[src/rtl/uart_pkg.sv]
// Shared UART receiver constants, the sampler window state type and small
// helper functions.
package uart_pkg;

  localparam int unsigned UART_EDGE_W  = 6;
  localparam int unsigned PRESCALE_MIN = 4;
  localparam int unsigned PRESCALE_8   = 8;
  localparam int unsigned PRESCALE_16  = 16;
  localparam int unsigned PRESCALE_32  = 32;

  typedef enum logic {
    WIN_IDLE   = 1'b0,
    WIN_ACTIVE = 1'b1
  } win_state_t;

  // Ceiling log2; returns 0 for n <= 1.
  function automatic int unsigned clog2(input int unsigned n);
    int unsigned r;
    int unsigned v;
    r = 0;
    v = 1;
    while (v < n) begin
      v = v << 1;
      r = r + 1;
    end
    return r;
  endfunction

  // A bit is voted 1 when its count of ones is strictly above this value.
  function automatic int unsigned vote_threshold(input int unsigned nsamp);
    return (nsamp - 1) / 2;
  endfunction

endpackage

[src/rtl/uart_majority_acc.sv]
// Ones counter and unanimity tracker for one majority-vote window; the
// vote and unanimity outputs already include the current input sample.
module uart_majority_acc
  import uart_pkg::*;
#(
  parameter int unsigned NSAMP = 3
) (
  input  logic Clk,
  input  logic Rst,
  input  logic clr,
  input  logic start,
  input  logic add,
  input  logic din,
  output logic vote_c,
  output logic unanimous_c
);

  localparam int unsigned CW   = (clog2(NSAMP + 1) > 0) ? clog2(NSAMP + 1) : 1;
  localparam int unsigned HALF = vote_threshold(NSAMP);

  logic [CW-1:0] ones_cnt;
  logic          seen0;
  logic          seen1;
  logic [CW-1:0] sum_c;

  // A start in the same cycle as a commit means a single-sample window.
  always_comb begin
    sum_c       = (start ? CW'(0) : ones_cnt) + CW'(din);
    vote_c      = (sum_c > CW'(HALF));
    unanimous_c = start ? 1'b1 : (din ? ~seen0 : ~seen1);
  end

  always_ff @(posedge Clk or negedge Rst) begin
    if (!Rst) begin
      ones_cnt <= '0;
      seen0    <= 1'b0;
      seen1    <= 1'b0;
    end else if (clr) begin
      ones_cnt <= '0;
      seen0    <= 1'b0;
      seen1    <= 1'b0;
    end else if (start) begin
      ones_cnt <= CW'(din);
      seen1    <= din;
      seen0    <= ~din;
    end else if (add) begin
      ones_cnt <= ones_cnt + CW'(din);
      seen1    <= seen1 | din;
      seen0    <= seen0 | ~din;
    end
  end

endmodule

[src/rtl/uart_rx_oversampler.sv]
// Majority-vote bit sampler: votes NSAMP oversampled ticks centred on mid-bit
// and flags non-unanimous votes and illegal prescale/NSAMP combinations.
module uart_rx_oversampler
  import uart_pkg::*;
#(
  parameter int unsigned EDGE_W = UART_EDGE_W,
  parameter int unsigned NSAMP  = 3
) (
  input  logic              Clk,
  input  logic              Rst,
  input  logic              rx_in,
  input  logic              samp_en,
  input  logic [EDGE_W-1:0] prescale,
  input  logic [EDGE_W-1:0] edge_cnt,
  output logic              sampled_bit,
  output logic              bit_valid,
  output logic              noise_flag,
  output logic              cfg_err
);

  localparam int unsigned HALF = vote_threshold(NSAMP);
  localparam int unsigned SW   = EDGE_W + 1;

  win_state_t    state;
  win_state_t    state_nxt;
  logic [SW-1:0] s_val;
  logic [SW-1:0] e_val;
  logic [SW-1:0] edge_ext;
  logic          cfg_err_c;
  logic          cfg_bad_c;
  logic          at_s_c;
  logic          at_e_c;
  logic          in_mid_c;
  logic          acc_clr_c;
  logic          acc_start_c;
  logic          acc_add_c;
  logic          acc_commit_c;
  logic          vote_c;
  logic          unanimous_c;

  // Window bounds carry one extra bit so an underflowing start is visible.
  always_comb begin
    s_val     = SW'(prescale >> 1) - SW'(HALF);
    e_val     = s_val + SW'(NSAMP - 1);
    edge_ext  = SW'(edge_cnt);
    cfg_err_c = (prescale < EDGE_W'(PRESCALE_MIN)) | prescale[0] | s_val[SW-1] |
                (e_val >= SW'(prescale));
    cfg_bad_c = cfg_err_c | cfg_err;
    at_s_c    = (edge_ext == s_val);
    at_e_c    = (edge_ext == e_val);
    in_mid_c  = (edge_ext > s_val) && (edge_ext < e_val);
  end

  always_ff @(posedge Clk or negedge Rst) begin
    if (!Rst) state <= WIN_IDLE;
    else      state <= state_nxt;
  end

  always_comb begin
    state_nxt = state;
    if (!samp_en) begin
      state_nxt = WIN_IDLE;
    end else if (!cfg_bad_c) begin
      if (at_s_c && at_e_c)                  state_nxt = WIN_IDLE;
      else if (at_s_c)                       state_nxt = WIN_ACTIVE;
      else if (at_e_c && state == WIN_ACTIVE) state_nxt = WIN_IDLE;
    end
  end

  // Start always restarts the window, even if one is already open.
  always_comb begin
    acc_clr_c    = 1'b0;
    acc_start_c  = 1'b0;
    acc_add_c    = 1'b0;
    acc_commit_c = 1'b0;
    if (!samp_en) begin
      acc_clr_c = 1'b1;
    end else if (!cfg_bad_c) begin
      if (at_s_c) begin
        acc_start_c  = 1'b1;
        acc_commit_c = at_e_c;
      end else if (state == WIN_ACTIVE) begin
        if (at_e_c)        acc_commit_c = 1'b1;
        else if (in_mid_c) acc_add_c    = 1'b1;
      end
    end
  end

  uart_majority_acc #(
    .NSAMP(NSAMP)
  ) u_acc (
    .Clk        (Clk),
    .Rst        (Rst),
    .clr        (acc_clr_c),
    .start      (acc_start_c),
    .add        (acc_add_c),
    .din        (rx_in),
    .vote_c     (vote_c),
    .unanimous_c(unanimous_c)
  );

  // sampled_bit deliberately holds across samp_en=0.
  always_ff @(posedge Clk or negedge Rst) begin
    if (!Rst) begin
      sampled_bit <= 1'b0;
      bit_valid   <= 1'b0;
      noise_flag  <= 1'b0;
      cfg_err     <= 1'b0;
    end else begin
      bit_valid <= acc_commit_c;
      cfg_err   <= cfg_err_c;
      if (acc_commit_c) begin
        sampled_bit <= vote_c;
        noise_flag  <= ~unanimous_c;
      end else if (!samp_en) begin
        noise_flag <= 1'b0;
      end
    end
  end

endmodule

[config.mk]
export PLATFORM = sky130hd
export DESIGN_NAME = uart_rx_oversampler
export DESIGN_NICKNAME = d
export VERILOG_FILES = /design/src/rtl/uart_pkg.sv /design/src/rtl/uart_majority_acc.sv /design/src/rtl/uart_rx_oversampler.sv
export SDC_FILE = /design/constraint.sdc
export NUM_CORES = 1
export LEC_CHECK = 0
export CAP_MARGIN = 20
export CORE_MARGIN = 10
export CORE_UTILIZATION = 25
export CTS_CLUSTER_DIAMETER = 100
export CTS_CLUSTER_SIZE = 30
export DETAILED_ROUTE_END_ITERATION = 7
export PLACE_DENSITY = 0.42
export RECOVER_POWER = 50
export SLEW_MARGIN = 40
export SYNTH_ARGS = -nofsm -noshare
export SYNTH_HDL_FRONTEND = slang
export SYNTH_SLANG_ARGS = --single-unit
[constraint.sdc]
create_clock -name Clk -period 1.8 [get_ports Clk]
set_input_delay 0.54 -clock Clk [delete_from_list [all_inputs] [get_ports Clk]]
set_output_delay 0.54 -clock Clk [all_outputs]
set_load 0.005 [all_outputs]
# == Yosys cells after proc, flatten, opt, wreduce, memory -nomap -nowiden ==
# Cells that the tools add are included.
# totals
reg_bits,9
latchBits,0
ramBits,0
rom_bits,0
in_bits,16
out_inout_bits,4
wordCells,70
memories,0
# op_classes
n_addsub,4
multipliers,0
div,0
n_lt_le_gt_ge,5
n_eq_ne,6
shifts,0
muxes,33
n_bitwise,10
n_reduce_logical,4
# ops
operator,n
$mux 1,29
$eq 6x7->1,2
$mux 2,4
$add 6x3->7 const B,1
$ge 7x6->1,1
$gt 6x7->1,1
$lt 6x7->1,1
$lt 6x3->1 const B,1
$or 1x1->1,6
$sub 5x1->6 const B,1
$add 2x1->2,2
$ne 4x1->1 const B,1
$not 1->1,4
$logic_and 1x1->1,3
$ne 3x1->1 const B,1
$gt 2x1->1 const B,1
$ne 2x1->1 const B,1
$ne 2x2->1 const B,1
$reduce_and 2->1,1

# == Logic depth before layout (Yosys ltp) ==
# Gate-level depths: netlist of the first run.
# depth
depth_word,13
depth_mapped,15
mapped_depth_nobuf,15

# == Modules after synthesis ==
# Synthesis of the first run repeated with hierarchy kept, for this count alone.
# hier_totals
cells_unflattened,124
area_unflattened_um2,1124.8
# by_module_without_submodules
module,n_inst,cells_each,area_each_um2,seq_area_each_um2
uart_rx_oversampler,1,101,880.8,125.1
uart_majority_acc,1,23,244.0,100.1

# == Worst setup path after synthesis of the first run ==
# No wires, ideal clock.
# synth_timing
path_type,input -> register
from,input prescale[1]
to,register u_acc.ones_cnt[0]
setup_ps,126
arrival_time_ps,3019
required_ps,1674
setup_slack_ps,-1345
path_stages,14
n_path_buf,0
cell_sequence,inv_1 -> ha_1 -> inv_1 -> a21oi_1 -> a31o_2 -> o21ai_0 -> xnor2_1 -> ha_1 -> a21o_1 -> a211oi_2 -> o21a_2 -> nand2_2 -> mux2_4 -> o311a_1
# synth_between
elab_chain_cells,11
word_cells_on_any_way,25
classes_between,add/sub (2); order compare (4); eq/ne (3); mux (11); bitwise (4); reduce/logical (1)
# synth_rtl
element,line,text
from (decl),uart_rx_oversampler.sv:13,"input logic [EDGE_W-1:0] prescale,"
$sub 5x1->6,uart_rx_oversampler.sv:43,s_val = SW'(prescale >> 1) - SW'(HALF);
$add 6x3->7,uart_rx_oversampler.sv:44,e_val = s_val + SW'(NSAMP - 1);
$lt 6x7->1,uart_rx_oversampler.sv:51,in_mid_c = (edge_ext > s_val) && (edge_ext < e_val);
$logic_and 1x1->1,uart_rx_oversampler.sv:51,
$mux 1,uart_rx_oversampler.sv:84,else if (in_mid_c) acc_add_c = 1'b1;
$mux 1,uart_rx_oversampler.sv:83,if (at_e_c) acc_commit_c = 1'b1;
$mux 1,uart_rx_oversampler.sv:82,end else if (state == WIN_ACTIVE) begin
$mux 1,uart_rx_oversampler.sv:79,if (at_s_c) begin
$mux 1,uart_rx_oversampler.sv:78,end else if (!cfg_bad_c) begin
$mux 1,uart_rx_oversampler.sv:76,if (!samp_en) begin
$ne 3x1->1 (no source line),n/a,
to (signal assigned),uart_majority_acc.sv:43,ones_cnt <= CW'(din);
to (signal assigned),uart_majority_acc.sv:47,ones_cnt <= ones_cnt + CW'(din);
to (decl),uart_majority_acc.sv:21,logic [CW-1:0] ones_cnt;
# Parallel ways exist; a longest one is shown, timed or not.
# A chain may end at the register's enable or synchronous reset.

# == Final worst setup path of the first run ==
# Same ends and word-level chain as after synthesis.

==> metrics.log, run 1 <==
[metrics] half-perimeter wire length of the detailed placement result: 2845 µm
[metrics] Hold Vio Cnt, Final: 0
[metrics] outcome: finished with violations
[metrics] VDD IR-drop max: 0.3221 mV
[metrics] Synth async-reset ratio: 1.000
[metrics] number of synthesized register bits: 9
[metrics] overall overflow remaining after global route: 0
[metrics] Slew Viols, Final: 0
[metrics] y dimension of the die: 87 µm
[metrics] minimum period implied by the final worst setup slack: 3.051 ns
[metrics] critical-path cell with the highest stage delay: sky130_fd_sc_hd__or3_1
[metrics] Post-Synthesis Cell Area: 1122 µm²
[metrics] Worst Setup Slack, final: -1.251 ns
[metrics] global-route total usage across every layer: 0.09746
[metrics] count of nets left with antenna violations after detail routing: 0
[metrics] GP Congestion: 0.8216
[metrics] setup repair after global routing missed its margin: yes
[metrics] Std-Cell Rows: 24
[metrics] number of nets in the synthesized netlist: 164
[metrics] share of the yosys chip area belonging to registers: 0.2007
[metrics] Clock Path Buffers: 2
[metrics] number of synthesized flops with an enable pin: 0
[metrics] cell area power density: 449.4 nW/µm²
[metrics] top-level port count: 20
[metrics] worst skew pair latency: 0.23 ns
[metrics] worst hold margin: 0.5306 ns
[metrics] initial antenna violation count: 0
[metrics] violation count after the first detailed-route iteration: 51
[metrics] number of fillers in the final layout: 425
[metrics] prevailing post-synth register cell: sky130_fd_sc_hd__dfrtp_1
[metrics] DP Worst Slack: -2.047 ns
[metrics] area added between synthesis and finish: 71.13%
[metrics] number of warnings printed during yosys synthesis: 0
[metrics] Finished Core Util: 0.4411
[metrics] DIE AREA: 7569 µm²
[metrics] Max FO, Critical Path: 3
[metrics] first drt pass iteration count: 4
[metrics] count of max-cap constraint violations: 0
[metrics] Core Area: 4354 µm²
[metrics] critical path's most frequent cell: sky130_fd_sc_hd__nand2_2
[metrics] share of the cycle needed by the critical path after routing: 1.695
[metrics] maximum single-stage delay on the critical path: 0.35 ns
[metrics] number of nets in the layout: 233
[metrics] largest net degree at the start of global routing: 10
[metrics] initial cell density of the core: 0.2578
[metrics] maximum clock frequency: 0.3277 GHz
[metrics] # setup viols final: 9
[metrics] number of distinct library cells after synthesis: 44
[metrics] global-route wire length before repair: 6085 µm
[metrics] worst hold-check path type: flip-flop to flip-flop
[metrics] endpoint arrival time on the critical path: 3.16 ns
[metrics] clock slew at the register clock pins of the worst setup and hold paths: 0.05 ns
[metrics] worst slew pin tran: 0.4951 ns
[metrics] Post-Layout Inst Area: 1921 µm²
[metrics] CP required: 1.91 ns
[metrics] post-detailed-placement cell area: 1689 µm²
[metrics] clock tree root driver cell: sky130_fd_sc_hd__clkbuf_8
[metrics] type of destination of the critical path: flip-flop
[metrics] Lkg Pwr: 0.8563 nW
[metrics] count of mapped cells out of synthesis: 127
[metrics] fraction of final layout cells sized beyond drive strength 1: 0.4462
[metrics] width of the die: 87 µm
[metrics] H-Tree Depth: 1
[metrics] failing checks: negative setup slack
[metrics] Startpoint Class: input pin
[metrics] routed wire length: 3466 µm
[metrics] routed wire length per instance: 14.03 µm
[metrics] total clock buffers created by CTS: 3
[metrics] average cell area after synthesis: 8.837 µm²
[metrics] vias in the first global route: 1,272
[metrics] worst slew margin relative to its limit: 0.6677
[metrics] hold-fix buffer count after cts: 0
[metrics] maximum clock skew at final layout: 0.001308 ns
[metrics] type of the worst setup path: input pin to flip-flop
[metrics] via count normalized by instance count: 4.664
[metrics] routed via count: 1,152
[metrics] CTS tree: done
[metrics] Cell Chain, Critical Path: buf_8 -> clkinvlp_4 -> ha_4 -> nand2b_4 -> nor2_4 -> xnor2_2 -> nor2_1 -> nand2_2 -> xor2_2 -> ha_2 -> or3_1 -> a211oi_2 -> o21a_2 -> nand2_2 -> mux2_4 -> o311a_1
[metrics] Sink Count: 9
[metrics] DRC violations left: 0
[metrics] number of antenna repair diodes: 0
[metrics] Port-buffer cells: 19
critical path: cells and delay by family:
family | cells | cell delay [ns]
adders and majority gates | 2 | 0.38
muxes | 1 | 0.30
AOI/OAI and AO/OA | 3 | 0.73
and+or+nand+nor | 6 | 0.75
buffers and inverters | 2 | 0.17
xor gates and xnor gates | 2 | 0.30
path summary, 6_finish.rpt:
path                             start                end  slack [ns]  depth (start not counted)
max                        prescale[1]  u_acc.ones_cnt[0]       -1.25                         16
min                        sampled_bit        sampled_bit        0.53                          2
max reg2reg                    cfg_err  u_acc.ones_cnt[0]       -0.11                          6
min reg2reg                sampled_bit        sampled_bit        0.53                          2
max in group asynchronous          Rst              state        0.82                          1
min in group asynchronous          Rst         noise_flag        0.68                          1
cells in the mapped netlist, types with 2 or more instances:
library cell | instances | area share
sky130_fd_sc_hd__nor2_1 | 7 | 0.023
sky130_fd_sc_hd__nor3_1 | 3 | 0.013
sky130_fd_sc_hd__o21a_1 | 2 | 0.013
sky130_fd_sc_hd__xnor2_1 | 7 | 0.055
sky130_fd_sc_hd__inv_1 | 15 | 0.050
sky130_fd_sc_hd__ha_1 | 21 | 0.23
sky130_fd_sc_hd__dfrtp_1 | 9 | 0.20
sky130_fd_sc_hd__nor2b_1 | 3 | 0.017
sky130_fd_sc_hd__a211oi_2 | 2 | 0.022
sky130_fd_sc_hd__a21oi_1 | 5 | 0.022
sky130_fd_sc_hd__or3_1 | 3 | 0.017
sky130_fd_sc_hd__xor2_1 | 2 | 0.016
sky130_fd_sc_hd__a211oi_1 | 2 | 0.013
sky130_fd_sc_hd__o2111ai_1 | 2 | 0.016
sky130_fd_sc_hd__o31ai_1 | 2 | 0.013
sky130_fd_sc_hd__nand4_1 | 2 | 0.011
sky130_fd_sc_hd__o21ai_0 | 6 | 0.027
sky130_fd_sc_hd__nand2b_1 | 3 | 0.017
sky130_fd_sc_hd__nand2_1 | 5 | 0.017
sky130_fd_sc_hd__o21ai_1 | 2 | 0.0089
metrics by stage:
stage | instances | total power, mW | TNS [ns]
finish | 247 | 0.8631 | -9.644
global route | 247 | 0.9313 | -11.10
CTS | 247 | 0.8663 | -9.484
detailed placement | 235 | 0.5800 | -16.58
global placement | 235 | 0.5781 | -16.42
floorplan | 127 | 0.3973 | -8.749
power breakdown:
group | total [mW] | switching (mW) | internal, mW | leakage (nW)
clock network | 0.233 | 0.0790 | 0.154 | 0.0228
registers | 0.209 | 0.00196 | 0.207 | 0.117
logic | 0.421 | 0.194 | 0.227 | 0.716
placed cells by master (no fill, tap or decap), drive strengths merged, types with 2 or more instances in the layout:
cell type	count
a211oi	5
a21oi	5
buf	48
clkbuf	4
clkdlybuf4s15	2
clkdlybuf4s50	13
dfrtp	9
ha	21
inv	14
nand2	6
nand2b	3
nand4	2
nor2	7
nor2b	3
nor3	4
nor4	2
o2111ai	2
o21a	3
o21ai	8
o31ai	2
or3	3
xnor2	7
xor2	2
registers in the layout, indices dropped and copies added, names as in the netlist:
name and flops:
u_acc.ones_cnt 2, bit_valid 1, cfg_err 1, sampled_bit 1, noise_flag 1, u_acc.seen1 1, state 1, u_acc.seen0 1
final cells by class:
class / instances / area (µm²) / area share
well taps: 52 / 65.06 / 0.03388
inverters: 15 / 65.06 / 0.03388
repair buffers: 65 / 545.5 / 0.2840
clock buffers: 4 / 45.04 / 0.02345
flip-flops and latches: 9 / 225.2 / 0.1173
multi-input cells: 102 / 974.7 / 0.5075
layer usage:
metal / GRT usage / vias up / share of wire
li1: - / 599 / -
met1: 0.1301 / 537 / 0.50
met2: 0.1546 / 14 / 0.47
met3: 0.01873 / 2 / 0.030
met4: 0.02651 / 0 / 0.0040
met5: 0 / - / 0
repair_timing:
action                                  in CTS  in global routing
pin swaps                                   18                 11
setup buffers                                9                  0
resized for setup                           42                  2
endpoints found under the setup margin       9                  9
cells by family after synthesis:
kind of cell,synth area share
simple gates,0.1840
flops,0.2007
fa+ha+maj,0.2341
compound gates,0.2341
xor+xnor,0.07024
buf+inv,0.05462
mux,0.02229
Power figures use the tool's default switching activity.
==> inputs of run 2 (changes only) <==
--- a/config.mk
+++ b/config.mk
@@ -8,11 +8,11 @@
 export CAP_MARGIN = 20
 export CORE_MARGIN = 10
 export CORE_UTILIZATION = 25
-export CTS_CLUSTER_DIAMETER = 100
+export CTS_CLUSTER_DIAMETER = 40
 export CTS_CLUSTER_SIZE = 30
 export DETAILED_ROUTE_END_ITERATION = 7
+export GPL_ROUTABILITY_DRIVEN = 0
 export PLACE_DENSITY = 0.42
-export RECOVER_POWER = 50
 export SLEW_MARGIN = 40
 export SYNTH_ARGS = -nofsm -noshare
 export SYNTH_HDL_FRONTEND = slang
==> metrics.log, run 2 (synthesized netlist as in run 1, its figures left out) <==
[metrics] outcome: finished with violations
[metrics] failing checks: negative setup slack
[metrics] initial cell density of the core: 0.2578 (unchanged)
[metrics] Core Area: 4354 µm² (unchanged)
[metrics] global-route wire length before repair: 6085 µm (unchanged)
[metrics] Std-Cell Rows: 24 (unchanged)
[metrics] count of nets left with antenna violations after detail routing: 0 (unchanged)
[metrics] cell area power density: 449.6 nW/µm² (about the same)
[metrics] Slew Viols, Final: 0 (unchanged)
[metrics] Startpoint Class: input pin
[metrics] vias in the first global route: 1,272 (unchanged)
[metrics] Max FO, Critical Path: 3 (unchanged)
[metrics] first drt pass iteration count: 4 (unchanged)
[metrics] CP required: 1.91 ns (about the same)
[metrics] number of antenna repair diodes: 0 (unchanged)
[metrics] Reg2Reg Setup Slack: -0.11 ns (about the same)
[metrics] count of max-cap constraint violations: 0 (unchanged)
[metrics] Hold Crit Endpoint: sampled_bit
[metrics] Sink Count: 9 (unchanged)
[metrics] worst hold-check path type: flip-flop to flip-flop
[metrics] y dimension of the die: 87 µm (unchanged)
[metrics] width of the die: 87 µm (unchanged)
[metrics] setup repair after global routing missed its margin: yes
[metrics] Port-buffer cells: 19 (unchanged)
[metrics] global-route met1 utilization: 0.1301 (unchanged)
[metrics] Post-Layout Inst Area: 1921 µm² (unchanged)
[metrics] number of flip-flops in the largest register: 2 (unchanged)
[metrics] worst reg2reg path endpoint: u_acc.ones_cnt[0]
[metrics] DIE AREA: 7569 µm² (unchanged)
[metrics] Worst Hold Depth: 2 (unchanged)
[metrics] area added between synthesis and finish: 71.13% (unchanged)
[metrics] worst slew pin tran: 0.4951 ns (unchanged)
[metrics] hold_sp: sampled_bit
[metrics] worst reg-to-reg path cell count: 6 (unchanged)
[metrics] Biggest register: u_acc.ones_cnt
[metrics] routing usage on met3: 0.01873 (unchanged)
[metrics] worst hold margin: 0.5306 ns (unchanged)
[metrics] worst skew pair latency: 0.23 ns (about the same)
[metrics] type of destination of the critical path: flip-flop
[metrics] number of nets in the layout: 233 (unchanged)
[metrics] Lkg Pwr: 0.8560 nW (about the same)
[metrics] via count normalized by instance count: 4.664 (unchanged)
[metrics] post-detailed-placement cell area: 1689 µm² (unchanged)
[metrics] share of the cycle needed by the critical path after routing: 1.695 (unchanged)
[metrics] H-Tree Depth: 1 (unchanged)
[metrics] maximum clock skew at final layout: 0.001308 ns (unchanged)
[metrics] largest net degree at the start of global routing: 10 (unchanged)
[metrics] global-route total usage across every layer: 0.09746 (unchanged)
[metrics] most common library cell in the layout ignoring fill and taps: sky130_fd_sc_hd__buf_4
[metrics] minimum period implied by the final worst setup slack: 3.051 ns (unchanged)
[metrics] maximum clock frequency: 0.3277 GHz (unchanged)
[metrics] endpoint arrival time on the critical path: 3.16 ns (about the same)
[metrics] routed via count: 1,152 (unchanged)
[metrics] Finished Core Util: 0.4411 (unchanged)
[metrics] routed wire length: 3467 µm (about the same)
[metrics] overall overflow remaining after global route: 0 (unchanged)
[metrics] routing usage on met2: 0.1546 (unchanged)
[metrics] # setup viols final: 9 (unchanged)
[metrics] final cell count without fillers: 247 (unchanged)
[metrics] routed wire length per instance: 14.04 µm (about the same)
[metrics] CTS tree: done
[metrics] Worst Setup Slack, final: -1.251 ns (unchanged)
[metrics] DRC violations left: 0 (unchanged)
[metrics] initial antenna violation count: 0 (unchanged)
[metrics] Clock Path Buffers: 2 (unchanged)
[metrics] total clock buffers created by CTS: 3 (unchanged)
[metrics] commonest cells after routing, fill and taps aside: sky130_fd_sc_hd__buf_4 (45), sky130_fd_sc_hd__ha_1 (17), sky130_fd_sc_hd__clkdlybuf4s50_1 (14)
[metrics] clock slew at the register clock pins of the worst setup and hold paths: 0.05 ns (about the same)
[metrics] fraction of final layout cells sized beyond drive strength 1: 0.4462 (unchanged)
[metrics] placed cells: 235 (unchanged)
[metrics] VDD IR-drop max: 0.3239 mV (+0.56%)
[metrics] half-perimeter wire length of the detailed placement result: 2845 µm (unchanged)
[metrics] violation count after the first detailed-route iteration: 51 (unchanged)
[metrics] top-level port count: 20 (unchanged)
[metrics] clock tree root driver cell: sky130_fd_sc_hd__clkbuf_8
[metrics] type of the worst setup path: input pin to flip-flop
[metrics] Hold Vio Cnt, Final: 0 (unchanged)
[metrics] Crit Reg-Reg Startpoint: cfg_err
[metrics] post-route total power: 863.5 µW (about the same)
[metrics] busiest grt layer: met2
[metrics] worst slew margin relative to its limit: 0.6677 (unchanged)
==> run 2: repair_timing <==
item,4_1_cts,5_1_grt
hold buffers,0,0
gates cloned,0,0
pin swaps,18,11
gates resized for setup,42,2
setup endpoints to repair,9,9
setup buffers,9,0
endpoints found under the hold margin,0,0
==> run 2: where the power goes <==
group	total (mW)	internal [mW]	switching (mW)	leakage [nW]
clock	0.233	0.154	0.0790	0.0228
combinational	0.422	0.227	0.194	0.716
sequential	0.209	0.207	0.00196	0.117
==> run 2: critical path, stage by stage <==
cell and delay (ns):
sky130_fd_sc_hd__buf_8 0.08, sky130_fd_sc_hd__clkinvlp_4 0.09, sky130_fd_sc_hd__ha_4 0.20, sky130_fd_sc_hd__nand2b_4 0.09, sky130_fd_sc_hd__nor2_4 0.04, sky130_fd_sc_hd__xnor2_2 0.14, sky130_fd_sc_hd__nor2_1 0.12, sky130_fd_sc_hd__nand2_2 0.08
sky130_fd_sc_hd__xor2_2 0.16, sky130_fd_sc_hd__ha_2 0.18, sky130_fd_sc_hd__or3_1 0.35, sky130_fd_sc_hd__a211oi_2 0.24, sky130_fd_sc_hd__o21a_2 0.20, sky130_fd_sc_hd__nand2_2 0.07, sky130_fd_sc_hd__mux2_4 0.30, sky130_fd_sc_hd__o311a_1 0.29
==> run 2: how the worst max path moves through the flow <==
| stage | slack, ns | end | startpoint |
|---|---|---|---|
| finish | -1.25 | u_acc.ones_cnt[0] | prescale[1] |
| global route | -1.38 | u_acc.ones_cnt[0] | prescale[1] |
| CTS | -1.26 | u_acc.ones_cnt[0] | prescale[1] |
| detailed placement | -2.05 | u_acc.ones_cnt[0] | prescale[1] |
| global placement | -2.04 | u_acc.ones_cnt[0] | prescale[1] |
| floorplan | -1.25 | u_acc.ones_cnt[0] | prescale[1] |
==> run 2: layer usage <==
metal / routed length, µm / vias up
met1: 1722 / 537
met3: 103 / 2
met5: 0 / -
met2: 1626 / 14
li1: - / 599
met4: 14 / 0
==> run 2: cell type report <==
type / count / area (µm²)
inverter: 15 / 65.06
timing repair buffer: 65 / 545.5
sequential: 9 / 225.2
tap: 52 / 65.06
multi-input combinational: 102 / 974.7
fill: 425 / 2434
clock buffer: 4 / 45.04
==> run 2: stage by stage <==
stage               setup WS, ns  setup TNS, ns
global placement          -2.043         -16.42
CTS                       -1.257         -9.484
floorplan                 -1.248         -8.749
global route              -1.378         -11.10
detailed placement        -2.047         -16.58
finish                    -1.251         -9.644
==> inputs of run 3 (changes only) <==
--- a/config.mk
+++ b/config.mk
@@ -12,6 +12,7 @@
 export CTS_CLUSTER_SIZE = 30
 export DETAILED_ROUTE_END_ITERATION = 7
 export GPL_ROUTABILITY_DRIVEN = 0
+export HOLD_SLACK_MARGIN = 0.06
 export PLACE_DENSITY = 0.42
 export SLEW_MARGIN = 40
 export SYNTH_ARGS = -nofsm -noshare
==> results of run 3 <==
Same layout as run 2: the final DEF is identical, and so are final timing and power.
